[config.mk]
export PLATFORM = sky130hd
export DESIGN_NAME = rv32i_dmem_port
export DESIGN_NICKNAME = d
export VERILOG_FILES = /design/src/rtl/rv32i_pkg.sv /design/src/rtl/rv32i_dmem_align.sv /design/src/rtl/rv32i_dmem_port.sv
export SDC_FILE = /design/constraint.sdc
export NUM_CORES = 1
export LEC_CHECK = 0
export CAP_MARGIN = 20
export CORE_UTILIZATION = 54
export CTS_BUF_LIST = sky130_fd_sc_hd__clkbuf_8
export DETAILED_ROUTE_END_ITERATION = 8
export MAX_ROUTING_LAYER = met4
export PLACE_DENSITY = 0.84
export SLEW_MARGIN = 20
export SYNTH_ARGS = -nofsm -noshare
export SYNTH_HDL_FRONTEND = slang
export SYNTH_SLANG_ARGS = --single-unit
[constraint.sdc]
create_clock -name clk -period 4.9 [get_ports clk]
set_input_delay 0.49 -clock clk [delete_from_list [all_inputs] [get_ports clk]]
set_output_delay 0.49 -clock clk [all_outputs]
set_load 0.05 [all_outputs]
[src/rtl/rv32i_pkg.sv]
// rtl/rv32i_pkg.sv - shared size encodings, data-port FSM states and lane helpers
package rv32i_pkg;

    localparam logic [1:0] SIZE_BYTE = 2'b00;
    localparam logic [1:0] SIZE_HALF = 2'b01;
    localparam logic [1:0] SIZE_WORD = 2'b10;
    localparam logic [1:0] SIZE_ILL  = 2'b11;

    typedef enum logic [1:0] {
        ST_IDLE,
        ST_ACC1,
        ST_ACC2,
        ST_CAPT
    } state_e;

    function automatic logic [7:0] size_mask(input logic [1:0] size);
        case (size)
            SIZE_BYTE: return 8'b0000_0001;
            SIZE_HALF: return 8'b0000_0011;
            SIZE_WORD: return 8'b0000_1111;
            default:   return 8'b0000_0000;
        endcase
    endfunction

    // True when the access spills past the end of its word.
    function automatic logic is_split(input logic [1:0] size, input logic [1:0] offset);
        return ((size == SIZE_HALF) && (offset == 2'b11)) ||
               ((size == SIZE_WORD) && (offset != 2'b00));
    endfunction

endpackage

[src/rtl/rv32i_dmem_align.sv]
// rtl/rv32i_dmem_align.sv - store lane steering and load merge/extend logic
module rv32i_dmem_align
    import rv32i_pkg::*;
(
    input  logic [1:0]  size,
    input  logic [1:0]  offset,
    input  logic        is_unsigned,
    input  logic        split,
    input  logic [31:0] wdata,
    input  logic [31:0] word0,
    input  logic [31:0] word1,
    output logic [7:0]  st_be,
    output logic [63:0] st_data,
    output logic [31:0] ld_data
);

    logic [4:0]  shamt;
    logic [63:0] merged;
    logic [31:0] lo;
    logic        sext;

    assign shamt   = {offset, 3'b000};
    assign st_be   = size_mask(size) << offset;
    assign st_data = {32'b0, wdata} << shamt;

    // The second word only contributes when the access actually spans two words.
    assign merged  = {split ? word1 : 32'b0, word0};
    assign lo      = merged[shamt +: 32];
    assign sext    = ~is_unsigned;

    always_comb begin
        ld_data = 32'b0;
        case (size)
            SIZE_BYTE: ld_data = {{24{sext & lo[7]}}, lo[7:0]};
            SIZE_HALF: ld_data = {{16{sext & lo[15]}}, lo[15:0]};
            SIZE_WORD: ld_data = lo;
            default:   ld_data = 32'b0;
        endcase
    end

endmodule

[src/rtl/rv32i_dmem_port.sv]
// rtl/rv32i_dmem_port.sv - RV32I data-side access FSM driving a 1-cycle-latency RAM port
module rv32i_dmem_port
    import rv32i_pkg::*;
#(
    parameter int ADDR_W = 30
) (
    input  logic              clk,
    input  logic              reset,
    input  logic              req_valid,
    output logic              req_ready,
    input  logic              req_we,
    input  logic [31:0]       req_addr,
    input  logic [1:0]        req_size,
    input  logic              req_unsigned,
    input  logic [31:0]       req_wdata,
    output logic              rsp_valid,
    output logic [31:0]       rsp_rdata,
    output logic              rsp_err,
    output logic [ADDR_W-1:0] d_addr,
    output logic              d_we,
    output logic [3:0]        d_be,
    output logic [31:0]       d_wdata,
    input  logic [31:0]       d_rdata
);

    state_e            state_q, state_d;
    logic              we_q, we_d;
    logic [1:0]        offset_q, offset_d;
    logic [1:0]        size_q, size_d;
    logic              uns_q, uns_d;
    logic [31:0]       wdata_q, wdata_d;
    logic              split_q, split_d;
    logic              err_q, err_d;
    logic [31:0]       word0_q, word0_d;

    logic              req_ready_q, req_ready_d;
    logic              rsp_valid_q, rsp_valid_d;
    logic [31:0]       rsp_rdata_q, rsp_rdata_d;
    logic              rsp_err_q, rsp_err_d;
    logic [ADDR_W-1:0] d_addr_q, d_addr_d;
    logic              d_we_q, d_we_d;
    logic [3:0]        d_be_q, d_be_d;
    logic [31:0]       d_wdata_q, d_wdata_d;

    logic              in_idle;
    logic [1:0]        al_size;
    logic [1:0]        al_offset;
    logic [31:0]       al_wdata;
    logic [31:0]       al_word0;
    logic [7:0]        st_be;
    logic [63:0]       st_data;
    logic [31:0]       ld_data;

    // In IDLE the lanes for the first access are built from the live request,
    // afterwards from the latched copy.
    assign in_idle   = (state_q == ST_IDLE);
    assign al_size   = in_idle ? req_size      : size_q;
    assign al_offset = in_idle ? req_addr[1:0] : offset_q;
    assign al_wdata  = in_idle ? req_wdata     : wdata_q;
    assign al_word0  = split_q ? word0_q       : d_rdata;

    rv32i_dmem_align u_align (
        .size        (al_size),
        .offset      (al_offset),
        .is_unsigned (uns_q),
        .split       (split_q),
        .wdata       (al_wdata),
        .word0       (al_word0),
        .word1       (d_rdata),
        .st_be       (st_be),
        .st_data     (st_data),
        .ld_data     (ld_data)
    );

    always_comb begin
        state_d     = state_q;
        we_d        = we_q;
        offset_d    = offset_q;
        size_d      = size_q;
        uns_d       = uns_q;
        wdata_d     = wdata_q;
        split_d     = split_q;
        err_d       = err_q;
        word0_d     = word0_q;
        rsp_valid_d = 1'b0;
        rsp_rdata_d = 32'b0;
        rsp_err_d   = 1'b0;
        d_addr_d    = d_addr_q;
        d_we_d      = 1'b0;
        d_be_d      = 4'b0;
        d_wdata_d   = d_wdata_q;

        case (state_q)
            ST_IDLE: begin
                if (req_valid) begin
                    we_d     = req_we;
                    offset_d = req_addr[1:0];
                    size_d   = req_size;
                    uns_d    = req_unsigned;
                    wdata_d  = req_wdata;
                    split_d  = is_split(req_size, req_addr[1:0]);
                    if (req_size == SIZE_ILL) begin
                        err_d   = 1'b1;
                        state_d = ST_CAPT;
                    end else begin
                        err_d     = 1'b0;
                        state_d   = ST_ACC1;
                        d_addr_d  = req_addr[ADDR_W+1:2];
                        d_we_d    = req_we;
                        d_be_d    = st_be[3:0];
                        d_wdata_d = st_data[31:0];
                    end
                end
            end
            ST_ACC1: begin
                if (split_q) begin
                    state_d   = ST_ACC2;
                    d_addr_d  = d_addr_q + ADDR_W'(1);
                    d_we_d    = we_q;
                    d_be_d    = st_be[7:4];
                    d_wdata_d = st_data[63:32];
                end else begin
                    state_d = ST_CAPT;
                end
            end
            ST_ACC2: begin
                word0_d = d_rdata;
                state_d = ST_CAPT;
            end
            ST_CAPT: begin
                rsp_valid_d = 1'b1;
                rsp_err_d   = err_q;
                rsp_rdata_d = (err_q || we_q) ? 32'b0 : ld_data;
                state_d     = ST_IDLE;
            end
            default: state_d = ST_IDLE;
        endcase

        req_ready_d = (state_d == ST_IDLE);
    end

    always_ff @(posedge clk or negedge reset) begin
        if (!reset) begin
            state_q     <= ST_IDLE;
            we_q        <= 1'b0;
            offset_q    <= 2'b0;
            size_q      <= SIZE_BYTE;
            uns_q       <= 1'b0;
            wdata_q     <= 32'b0;
            split_q     <= 1'b0;
            err_q       <= 1'b0;
            word0_q     <= 32'b0;
            req_ready_q <= 1'b1;
            rsp_valid_q <= 1'b0;
            rsp_rdata_q <= 32'b0;
            rsp_err_q   <= 1'b0;
            d_addr_q    <= '0;
            d_we_q      <= 1'b0;
            d_be_q      <= 4'b0;
            d_wdata_q   <= 32'b0;
        end else begin
            state_q     <= state_d;
            we_q        <= we_d;
            offset_q    <= offset_d;
            size_q      <= size_d;
            uns_q       <= uns_d;
            wdata_q     <= wdata_d;
            split_q     <= split_d;
            err_q       <= err_d;
            word0_q     <= word0_d;
            req_ready_q <= req_ready_d;
            rsp_valid_q <= rsp_valid_d;
            rsp_rdata_q <= rsp_rdata_d;
            rsp_err_q   <= rsp_err_d;
            d_addr_q    <= d_addr_d;
            d_we_q      <= d_we_d;
            d_be_q      <= d_be_d;
            d_wdata_q   <= d_wdata_d;
        end
    end

    assign req_ready = req_ready_q;
    assign rsp_valid = rsp_valid_q;
    assign rsp_rdata = rsp_rdata_q;
    assign rsp_err   = rsp_err_q;
    assign d_addr    = d_addr_q;
    assign d_we      = d_we_q;
    assign d_be      = d_be_q;
    assign d_wdata   = d_wdata_q;

endmodule

==> flow_summary.ini <==
[pwr]
switching_share_pct = 49.23
p_leak_nw = 5.241
p_comb_share_pct = 60.7
p_int_w = 0.004487
power_w = 0.008838
irDropWorstVdd_mv = 0.4136
pwr_density_cell_nw_per_um2 = 708.2
pwr-share-seq_pct = 28.3
pwr-share-clk_pct = 11.0
power.switching_w = 0.004350

[synth]
ys_warn_count = 0
synth-edff-count = 0
synth-compound-area-share_pct = 15.86
synth.cell_area_um2 = 9935
synth_top_family_by_area = multiplexers
synth_seq_area_share_pct = 44.35
avgSynthCellArea_um2 = 10.10
ys_ff_latch = 176
synth.area.mux_share_pct = 20.18
synthXorXnorAreaFrac_pct = 0
ys_types = 60
syn-num-nets = 1097
synth_fa_ha_area_share_pct = 1.259
async_flop_share_pct = 100.0
syn_inst = 984
synth-simple-area-share_pct = 14.90
synth_flop_cell = dfrtp_1

[cells_and_area]
drive_gt1_share_pct = 14.02
fill_cells = 1376
num_antenna_cells = 0
final_nets = 1263
stdcell_count = 1392
multiInputGateArea_um2 = 5220
register_area_um2 = 4407
area_growth_pct = 25.60
final_area_um2 = 12480

[detailed_routing]
wl_per_cell_um = 19.85
drtIter0Drc = 765
top_layer = met4
met2_length_um = 13010
route.met3.wl_um = 1880
detail-route-antenna-nets = 0
drt-total-wl_um = 27640
num_vias = 8718
wl_met1_um = 11900
first_pass_iters = 6
drt-vias-per-instance = 6.263
drc_errors = 0

[placement]
globalplace.congestion = 1.012
placed_area_um2 = 12110
dp_cells = 1360
portBuffers = 204
hpwlAfterDp_um = 19490

[flow_run]
maxCapViolCount = 0

[die]
pin_count = 205
die_h_um = 137.6
rows = 49
coreArea_um2 = 18020
die_w_um = 137.6
dieArea_um2 = 18940
start_util_pct = 55.12

[clock_network]
numCtsBuffers = 17
post_cts_resized = 0
clock_path_buffers = 2
cts_root_buf = clkbuf_8
cts_hold_buf = 0
clock_latency_ns = 0.48
clock-sinks = 176
h-tree-depth = 4
cts_tree = yes
cts_setup_buffers = 0
path_clk_slew_ns = 0.10

[global_route]
grt_usage_pct = 30.65
first_global_vias = 8124
grt_max_degree = 112
gr-total-overflow = 0
grt_pass1_wl_um = 43040
antenna_found_initial = 0

[sta]
maxSlewHeadroom_pct = 25.78
fin_tns_setup_ns = 0
rsz0062_at_grt = false
fmax_mhz = 267.8
tightest_slew_ns = 1.113
hold-worst-slack_ns = -0.01976
slew_viol_final = 0
clock_skew_ns = 0.01481
hold_violations = 6
period_needed_ns = 3.734
setup_viol = 0
min_period_over_period_pct = 76.20

[critical_path]
end_kind = flop
regToRegSetupSlack_ns = 1.17
crit_arrival_ns = 4.11
startpoint_type = flop
path_class = flop to flop
critPathMaxFanout = 16
cp.required_ns = 5.28

[status]
violations = negative hold slack
status = finished with violations

[hold_path]
hp-class = input port to async pin
[Yosys cell counts, types with 9 or more instances]
cell type,instances,area [µm²]
a22oi_1,11,82.58
nand3_1,38,190.2
nand2b_1,19,118.9
o221ai_1,9,78.83
a211oi_1,33,247.7
o22ai_1,22,137.6
o21ai_0,35,175.2
buf_2,23,115.1
a21oi_1,52,260.3
clkbuf_1,41,153.9
nor3_1,9,45.04
ha_1,10,125.1
nor2_1,54,202.7
mux2_2,82,923.4
nand2_1,126,473.0
mux2i_1,87,870.8
nor2b_1,19,118.9
o211ai_2,9,112.6
and3_1,19,118.9
dfrtp_1,175,4379
[cells by family after synthesis]
group                    Yosys count
AO/OA/AOI/OAI                    226
adder cells (fa/ha/maj)           10
AND/OR/NAND/NOR                  314
flip-flops                       176
buffers and inverters             79
multiplexers                     179
[power groups by stage]
stage	Sequential, W	Combinational [W]	Clock [W]
6_report	0.00250	0.00536	0.000972
5_1_grt	0.00258	0.00575	0.00104
4_1_cts	0.00249	0.00532	0.000987
3_5_place_dp	0.00251	0.00530	0
3_3_place_gp	0.00247	0.00518	0
2_1_floorplan	0.00324	0.00306	0
[final timing paths]
| kind | end | cells past startpoint | from |
|---|---|---|---|
| hold / removal | d_addr[10]$_DFFE_PN0P_ | 1 | reset |
| setup / recovery | rsp_rdata[19]$_DFF_PN0_ | 8 | state_q[0]$_DFF_PN0_ |
| setup reg to reg | rsp_rdata[19]$_DFF_PN0_ | 8 | state_q[0]$_DFF_PN0_ |
| min in group clk | size_q[0]$_DFFE_PN0P_ | 2 | size_q[0]$_DFFE_PN0P_ |
| hold reg to reg | size_q[0]$_DFFE_PN0P_ | 2 | size_q[0]$_DFFE_PN0P_ |
| max in group asynchronous | wdata_q[6]$_DFFE_PN0P_ | 2 | reset |
[through the flow]
stage / worst slack, ns / util, %
2_1_floorplan: 1.207 / -
3_3_place_gp: 1.321 / 67.17
3_5_place_dp: 1.091 / 67.17
4_1_cts: 1.196 / 69.23
5_1_grt: 0.8750 / 69.23
6_report: 1.166 / 69.23
[metal layers]
layer  track usage (%)  up-vias
li1                  -     3974
met2             46.37      387
met1             41.08     4293
met3             5.372       64
met4             11.72        0
met5                 -        -
[cell usage in the layout (no fill, tap or decap), types with 17 or more instances in the layout]
master and count:
clkdlybuf4s50_1 203, dfrtp_1 174, nand2_1 125, mux2i_1 86, mux2_2 82, nor2_1 54
a21oi_1 52, nand3_1 38, o21ai_0 35, a211oi_1 33, o22ai_1 22, nor2b_1 19
and3_1 19, nand2b_1 19, clkbuf_8 17
[worst max-delay path: stages (launching register included)]
cell,delay [ns]
dfrtp_1,0.42
inv_1,0.13
ha_4,0.30
mux2i_1,0.39
inv_1,0.13
ha_1,0.27
nor4b_1,0.77
nand4_1,0.80
o211ai_1,0.44
[flip-flops by register name, indices dropped and copies added (netlist names)]
| register | cells |
|---|---|
| d_wdata | 32 |
| rsp_rdata | 32 |
| wdata_q | 32 |
| word0_q | 32 |
| d_addr | 30 |
| d_be | 4 |
| offset_q | 2 |
| size_q | 2 |
| state_q | 2 |
| d_we | 1 |
| err_q | 1 |
| req_ready | 1 |
| rsp_err | 1 |
| rsp_valid | 1 |
| split_q | 1 |
| uns_q | 1 |
| we_q | 1 |
[layout make-up]
type	count	share of cell area, %
Timing Repair Buffer	219	17.38
Multi-Input combinational cell	729	41.83
Clock buffer	17	1.875
Inverter	7	0.2106
Sequential cell	176	35.32
Clock inverter	15	1.093
Tap cell	229	2.296
Power figures use the tool's default switching activity.
